<file path="config.mk">
export PLATFORM = sky130hd
export DESIGN_NAME = miriscv_lsu_flat
export DESIGN_NICKNAME = d
export VERILOG_FILES = /design/src/rtl/miriscv_lsu_if.sv /design/src/rtl/miriscv_lsu.sv /design/src/flat_wrapper.sv
export SDC_FILE = /design/constraint.sdc
export NUM_CORES = 1
export LEC_CHECK = 0
export ABC_CLOCK_PERIOD_IN_PS = 1910
export CAP_MARGIN = 20
export CORE_MARGIN = 5
export CORE_UTILIZATION = 25
export DETAILED_ROUTE_END_ITERATION = 12
export PLACE_DENSITY = 0.78
export SLEW_MARGIN = 15
export SYNTH_ARGS = -nofsm -noshare
export SYNTH_HDL_FRONTEND = slang
export SYNTH_SLANG_ARGS = --single-unit
</file>
<file path="constraint.sdc">
create_clock -name clk_i -period 1.91 [get_ports clk_i]
set_input_delay 0.382 -clock clk_i [delete_from_list [all_inputs] [get_ports clk_i]]
set_output_delay 0.382 -clock clk_i [all_outputs]
set_load 0.01 [all_outputs]
</file>
<file path="src/rtl/miriscv_lsu_if.sv">
// ---------------------------------------------------------------------------
// miriscv_lsu_if
// Data-memory port of the load-store unit: a req/gnt request phase followed
// by an rvalid response phase (read data for loads, acknowledge for stores).
//
// Signals
//   req     LSU -> mem   request valid
//   gnt     mem -> LSU   request accepted this cycle
//   rvalid  mem -> LSU   response valid
//   rdata   mem -> LSU   read data (32)
//   we      LSU -> mem   write enable
//   be      LSU -> mem   byte enables (4)
//   addr    LSU -> mem   word-aligned byte address (32)
//   wdata   LSU -> mem   lane-replicated store data (32)
//
// Modports
//   master  the LSU side
//   slave   the memory side
// ---------------------------------------------------------------------------
interface miriscv_lsu_if;
  logic        req;
  logic        gnt;
  logic        rvalid;
  logic [31:0] rdata;
  logic        we;
  logic [3:0]  be;
  logic [31:0] addr;
  logic [31:0] wdata;

  modport master (
    output req,
    output we,
    output be,
    output addr,
    output wdata,
    input  gnt,
    input  rvalid,
    input  rdata
  );

  modport slave (
    input  req,
    input  we,
    input  be,
    input  addr,
    input  wdata,
    output gnt,
    output rvalid,
    output rdata
  );
endinterface

</file>
<file path="src/rtl/miriscv_lsu.sv">
// ---------------------------------------------------------------------------
// miriscv_lsu
// Load-store unit. Accepts a memory request from the decoder together with
// the ALU address, stalls the core while the data-memory transaction is in
// flight and returns aligned, extended load data in the response cycle.
//
// Parameters
//   TIMEOUT_CYCLES  cycles allowed in REQ+WAIT before abort (0 = no timeout)
//
// Ports
//   clk_i            clock, rising edge
//   arstn_i          asynchronous active-low reset
//   lsu_req_i        memory request from decoder
//   lsu_we_i         1 = store, 0 = load
//   lsu_size_i       access size: B=0, H=1, W=2, BU=4, HU=5
//   lsu_addr_i       byte address from ALU
//   lsu_data_i       store data (rs2)
//   lsu_data_o       extended load result (valid in the response cycle)
//   lsu_stall_req_o  freezes core/PC while high
//   lsu_exc_o        one-cycle pulse: misaligned, illegal size or timeout
//   data_mem         data-memory port (miriscv_lsu_if.master)
//
// FSM
//   state | meaning
//   IDLE  | no transaction in flight
//   REQ   | request issued, waiting for gnt
//   WAIT  | granted, waiting for rvalid
// ---------------------------------------------------------------------------
module miriscv_lsu #(
  parameter int TIMEOUT_CYCLES = 255
) (
  input  logic                 clk_i,
  input  logic                 arstn_i,

  input  logic                 lsu_req_i,
  input  logic                 lsu_we_i,
  input  logic [2:0]           lsu_size_i,
  input  logic [31:0]          lsu_addr_i,
  input  logic [31:0]          lsu_data_i,
  output logic [31:0]          lsu_data_o,
  output logic                 lsu_stall_req_o,
  output logic                 lsu_exc_o,

  miriscv_lsu_if.master        data_mem
);

  localparam logic [2:0] LDST_B  = 3'd0;
  localparam logic [2:0] LDST_H  = 3'd1;
  localparam logic [2:0] LDST_W  = 3'd2;
  localparam logic [2:0] LDST_BU = 3'd4;
  localparam logic [2:0] LDST_HU = 3'd5;

  localparam logic [1:0] ST_IDLE = 2'd0;
  localparam logic [1:0] ST_REQ  = 2'd1;
  localparam logic [1:0] ST_WAIT = 2'd2;

  localparam bit TO_EN = (TIMEOUT_CYCLES != 0);
  // The counter only has to hold values up to TIMEOUT_CYCLES-1.
  localparam int CNT_W = (TIMEOUT_CYCLES > 2) ? $clog2(TIMEOUT_CYCLES) : 1;
  localparam logic [CNT_W-1:0] CNT_LAST = TO_EN ? CNT_W'(TIMEOUT_CYCLES - 1) : '0;

  logic [1:0]       state_q, state_d;
  logic [CNT_W-1:0] cnt_q, cnt_d;

  logic        misaligned;
  logic        illegal;
  logic        bad;
  logic [3:0]  be;
  logic [31:0] wdata;
  logic [31:0] lane;
  logic [31:0] load_ext;
  logic        complete;
  logic        timeout_hit;
  logic        abort;
  logic        mem_req;

  // -------------------------------------------------------------------------
  // Request validity
  // -------------------------------------------------------------------------
  always_comb begin
    misaligned = 1'b0;
    if ((lsu_size_i == LDST_H) || (lsu_size_i == LDST_HU)) begin
      misaligned = lsu_addr_i[0];
    end else if (lsu_size_i == LDST_W) begin
      misaligned = (lsu_addr_i[1:0] != 2'b00);
    end
  end

  assign illegal = (lsu_size_i == 3'd3) || (lsu_size_i == 3'd6) || (lsu_size_i == 3'd7);
  assign bad     = misaligned || illegal;

  // -------------------------------------------------------------------------
  // Store path: byte enables and lane-replicated write data
  // -------------------------------------------------------------------------
  always_comb begin
    be = 4'b0000;
    case (lsu_size_i)
      LDST_B, LDST_BU: be = 4'b0001 << lsu_addr_i[1:0];
      LDST_H, LDST_HU: be = 4'b0011 << lsu_addr_i[1:0];
      LDST_W:          be = 4'b1111;
      default:         be = 4'b0000;
    endcase
    if (bad) begin
      be = 4'b0000;
    end
  end

  always_comb begin
    wdata = lsu_data_i;
    case (lsu_size_i[1:0])
      2'd0:    wdata = {4{lsu_data_i[7:0]}};
      2'd1:    wdata = {2{lsu_data_i[15:0]}};
      default: wdata = lsu_data_i;
    endcase
  end

  // -------------------------------------------------------------------------
  // Load path: shift the addressed lane down, then extend
  // -------------------------------------------------------------------------
  assign lane = data_mem.rdata >> {lsu_addr_i[1:0], 3'b000};

  always_comb begin
    load_ext = data_mem.rdata;
    case (lsu_size_i)
      LDST_B:  load_ext = {{24{lane[7]}}, lane[7:0]};
      LDST_BU: load_ext = {24'b0, lane[7:0]};
      LDST_H:  load_ext = {{16{lane[15]}}, lane[15:0]};
      LDST_HU: load_ext = {16'b0, lane[15:0]};
      default: load_ext = data_mem.rdata;
    endcase
  end

  // -------------------------------------------------------------------------
  // Control
  // -------------------------------------------------------------------------
  assign complete    = (state_q == ST_WAIT) && data_mem.rvalid;
  assign timeout_hit = TO_EN && (state_q != ST_IDLE) && (cnt_q == CNT_LAST);
  // A response arriving in the last allowed cycle still completes.
  assign abort       = timeout_hit && !complete;

  always_comb begin
    state_d         = state_q;
    mem_req         = 1'b0;
    lsu_stall_req_o = 1'b0;
    lsu_exc_o       = 1'b0;
    lsu_data_o      = 32'b0;

    case (state_q)
      ST_IDLE: begin
        // Gating with arstn_i keeps the memory port and stall quiet for the
        // whole time reset is held, even if the core still presents a request.
        if (lsu_req_i && arstn_i) begin
          if (bad) begin
            lsu_exc_o = 1'b1;
          end else begin
            mem_req         = 1'b1;
            lsu_stall_req_o = 1'b1;
            state_d         = data_mem.gnt ? ST_WAIT : ST_REQ;
          end
        end
      end

      ST_REQ: begin
        if (abort) begin
          lsu_exc_o = 1'b1;
          state_d   = ST_IDLE;
        end else begin
          mem_req         = 1'b1;
          lsu_stall_req_o = 1'b1;
          if (data_mem.gnt) begin
            state_d = ST_WAIT;
          end
        end
      end

      ST_WAIT: begin
        if (complete) begin
          state_d = ST_IDLE;
          if (!lsu_we_i) begin
            lsu_data_o = load_ext;
          end
        end else if (abort) begin
          lsu_exc_o = 1'b1;
          state_d   = ST_IDLE;
        end else begin
          lsu_stall_req_o = 1'b1;
        end
      end

      default: begin
        state_d = ST_IDLE;
      end
    endcase
  end

  // Counts cycles spent in REQ and WAIT; any return to IDLE clears it.
  always_comb begin
    cnt_d = '0;
    if (TO_EN && (state_q != ST_IDLE) && (state_d != ST_IDLE)) begin
      cnt_d = cnt_q + CNT_W'(1);
    end
  end

  always_ff @(posedge clk_i or negedge arstn_i) begin
    if (!arstn_i) begin
      state_q <= ST_IDLE;
      cnt_q   <= '0;
    end else begin
      state_q <= state_d;
      cnt_q   <= cnt_d;
    end
  end

  // -------------------------------------------------------------------------
  // Memory port
  // -------------------------------------------------------------------------
  assign data_mem.req   = mem_req;
  assign data_mem.we    = lsu_we_i;
  assign data_mem.be    = be;
  assign data_mem.addr  = {lsu_addr_i[31:2], 2'b00};
  assign data_mem.wdata = wdata;

endmodule

</file>
<file path="src/flat_wrapper.sv">
// flat-port wrapper written by rule: the top's interface ports become plain ports
module miriscv_lsu_flat 
#(
  parameter int TIMEOUT_CYCLES = 255
)
  (clk_i, arstn_i, lsu_req_i, lsu_we_i, lsu_size_i, lsu_addr_i, lsu_data_i, lsu_data_o, lsu_stall_req_o, lsu_exc_o, data_mem_req, data_mem_we, data_mem_be, data_mem_addr, data_mem_wdata, data_mem_gnt, data_mem_rvalid, data_mem_rdata);
  miriscv_lsu_if data_mem_i ();
  input  logic clk_i;
  input  logic arstn_i;
  input  logic lsu_req_i;
  input  logic lsu_we_i;
  input  logic [2:0] lsu_size_i;
  input  logic [31:0] lsu_addr_i;
  input  logic [31:0] lsu_data_i;
  output logic [31:0] lsu_data_o;
  output logic lsu_stall_req_o;
  output logic lsu_exc_o;
  output wire logic [$bits(data_mem_i.req)-1:0] data_mem_req;
  output wire logic [$bits(data_mem_i.we)-1:0] data_mem_we;
  output wire logic [$bits(data_mem_i.be)-1:0] data_mem_be;
  output wire logic [$bits(data_mem_i.addr)-1:0] data_mem_addr;
  output wire logic [$bits(data_mem_i.wdata)-1:0] data_mem_wdata;
  input wire logic [$bits(data_mem_i.gnt)-1:0] data_mem_gnt;
  input wire logic [$bits(data_mem_i.rvalid)-1:0] data_mem_rvalid;
  input wire logic [$bits(data_mem_i.rdata)-1:0] data_mem_rdata;
  assign data_mem_req = data_mem_i.req;
  assign data_mem_we = data_mem_i.we;
  assign data_mem_be = data_mem_i.be;
  assign data_mem_addr = data_mem_i.addr;
  assign data_mem_wdata = data_mem_i.wdata;
  assign data_mem_i.gnt = data_mem_gnt;
  assign data_mem_i.rvalid = data_mem_rvalid;
  assign data_mem_i.rdata = data_mem_rdata;
  miriscv_lsu #(.TIMEOUT_CYCLES(TIMEOUT_CYCLES)) u_core (.clk_i(clk_i), .arstn_i(arstn_i), .lsu_req_i(lsu_req_i), .lsu_we_i(lsu_we_i), .lsu_size_i(lsu_size_i), .lsu_addr_i(lsu_addr_i), .lsu_data_i(lsu_data_i), .lsu_data_o(lsu_data_o), .lsu_stall_req_o(lsu_stall_req_o), .lsu_exc_o(lsu_exc_o), .data_mem(data_mem_i));
endmodule
</file>
==> impl_metrics.json <==
{
  "postRouteAntennaNets": 0,
  "netlist_area_um2": 2080,
  "die_h_um": 101,
  "viasPerCell": 4.93,
  "dpl.cell_count": 508,
  "cts_tree": "built",
  "dp_hpwl_um": 7200,
  "grt_usage_pct": 16.3,
  "setup_viol": 34,
  "power.density_nw_per_um2": 314,
  "io_buffers": 146,
  "synthTopCellsByArea": "buf_4, dfrtp_1, mux2_2, mux2i_1, a21o_1",
  "yosysSeqAreaShare_pct": 12.1,
  "num_vias": 2615,
  "dieArea_um2": 10200,
  "wl_per_cell_um": 18.1,
  "rsz0062_at_grt": "yes",
  "fin_setup_tns_ps": -5890,
  "setup_slack_ps": -260,
  "synth.ff_latch_count": 10,
  "instances_no_fill": 530,
  "initial_core_util_pct": 25.5,
  "yosysWarnings": 0,
  "syn_inst": 261,
  "fmax_mhz": 461,
  "place_ws_ps": -1150,
  "cts.sink_count": 10,
  "wl_met3_um": 724,
  "power_leakage_nw": 2.06,
  "endpoint_kind": "output port",
  "overflow": 0,
  "yosysTopAreaCellShare_pct": 15.9,
  "core-area_um2": 8130,
  "synth-main-ff-cell": "dfrtp_1",
  "rows": 33,
  "htree_levels": 1,
  "drc": 0,
  "reg2reg_from": "u_core.state_q[1]",
  "nets": 533,
  "fin_area_um2": 4060,
  "die_w_um": 101,
  "grt_pass1_vias": 2694,
  "syn2layout_area_growth_pct": 95.6,
  "drive_above_1_share_pct": 46.1,
  "dr.pass1.iters": 5,
  "cp_data_required_time_ps": 1530,
  "violations": "negative setup slack",
  "drtIter0Drc": 122,
  "final_util_pct": 49.9,
  "cp.arrival_ps": 1790,
  "avgSynthCellArea_um2": 7.95,
  "async_reset_ff_share_pct": 100,
  "wl_met1_um": 3470,
  "met2_wirelength_um": 5080,
  "grt_max_degree": 23,
  "crit_start": "u_core.state_q[0]",
  "hold_viol": 0,
  "grt_pass1_wl_um": 13700,
  "synth_largest_area_cell": "buf_4",
  "place_area_um2": 3690,
  "p_total_mw": 1.27,
  "cts_buffers": 3,
  "maxCapViolations": 0,
  "dr.max_layer_used": "met4",
  "fill_cells": 776,
  "clkTransAtPathRegs_ps": 50,
  "worst_r2r_path_depth": 7,
  "gp_congestion": 0.875,
  "post-route-period-util_pct": 114,
  "cts_root_buffer": "clkbuf_8",
  "critPathMaxFanout": 8,
  "status": "finished with violations",
  "synth-edff-count": 0,
  "antenna_found_initial": 0,
  "clk_latency_ps": 240,
  "vdd_drop_max_v": 0.000435,
  "drv_slew": 0,
  "cts.path.max_buffers": 2,
  "worstSetupPathType": "flip-flop to output port",
  "finClkSkew_ps": 2.34,
  "hold_path.class": "primary input to asynchronous set/reset pin",
  "ios": 209,
  "finalCriticalPeriod_ps": 2170,
  "timing.hold.ws_ps": 504,
  "cp-start-kind": "flip-flop",
  "diodes": 0,
  "drt-total-wl_um": 9600,
  "yosysUniqueCellTypes": 54
}
==> registers in the layout, summed over array words and instances, names as in the netlist <==
name            cells
u_core.cnt_q        8
u_core.state_q      2
==> worst max-delay path, stage by stage (launching register included) <==
cell and delay, ps:
dfrtp_1 390, and4bb_2 350, o311ai_4 120, nor3_4 260, clkbuf_16 210, a21o_1 80
buf_2 120
==> cell usage after synthesis (2+ instances only) <==
cell type and count:
buf_4 44, nor2_1 25, a21o_1 17, mux2_2 17, mux2i_1 17, a21oi_1 16
nand2_1 14, o21ai_0 12, buf_2 10, dfrtp_1 10, o221a_2 7, a222oi_1 5
xor2_1 5, mux2_1 4, a21oi_2 3, clkbuf_1 3, nand2b_1 3, nand3_1 3
nand3b_1 3, nand4_1 3, and2_1 2, ha_1 2, inv_1 2, mux2_4 2
nor3_1 2, xnor2_1 2
==> power by group <==
part / switching, mW / internal (mW)
registers: 0.00398 / 0.219
clock network: 0.0855 / 0.181
logic: 0.337 / 0.448
total: 0.427 / 0.848
==> layer usage <==
metal,global-route usage (%),up-vias
met5,0,-
met4,7.06,0
met3,2.56,36
met2,30.9,111
met1,17.6,1230
li1,-,1238
==> final cells by class <==
type                    instances  area [µm²]  share of cell area (%)
well taps                     105         131                    3.24
multi-input cells             189        1630                    40.2
clock buffers                   4        55.1                    1.36
flip-flops and latches         10         250                    6.16
repair buffers                219        1980                    48.8
inverters                       3        11.3                   0.277
==> cell families (layout without fill, tap and decap cells) <==
kind of cell / count (synthesis) / after routing / share of synthesized area (%)
buffers and inverters: 63 / 226 / 20.4
XOR/XNOR: 7 / 7 / 2.95
other: 1 / 2 / 0.181
flip-flops: 10 / 10 / 12.1
adder cells (fa/ha/maj): 2 / 2 / 1.21
AND/OR/NAND/NOR: 66 / 66 / 16.3
multiplexers: 40 / 40 / 21.0
AO/OA/AOI/OAI: 72 / 72 / 25.9
==> what timing repair did <==
item / CTS / global route
pin swaps: 18 / 21
setup buffers: 16 / 6
hold buffers: 0 / 0
cloned: 0 / 2
endpoints found under the setup margin: 65 / 51
resized for setup: 305 / 43
==> path summary, 6_finish.rpt <==
kind | end | slack (ps)
setup / recovery | lsu_data_o[23] | -260
hold / removal | u_core.state_q[0] | 500
setup reg to reg | u_core.cnt_q[4] | 430
hold reg to reg | u_core.cnt_q[1] | 540
max in group asynchronous | u_core.cnt_q[1] | 1250
min in group clk_i | u_core.cnt_q[1] | 540
==> cell usage in the layout (no fill, tap or decap), types with 12 or more instances in the layout <==
cell type	Yosys	final
clkdlybuf4s50_1	0	59
buf_4	44	50
buf_2	10	33
buf_6	1	31
dlygate4sd2_1	0	25
nor2_1	25	21
a21o_1	17	17
mux2i_1	17	16
nand2_1	14	14
mux2_2	17	12
(Power assumes the default switching activity.)
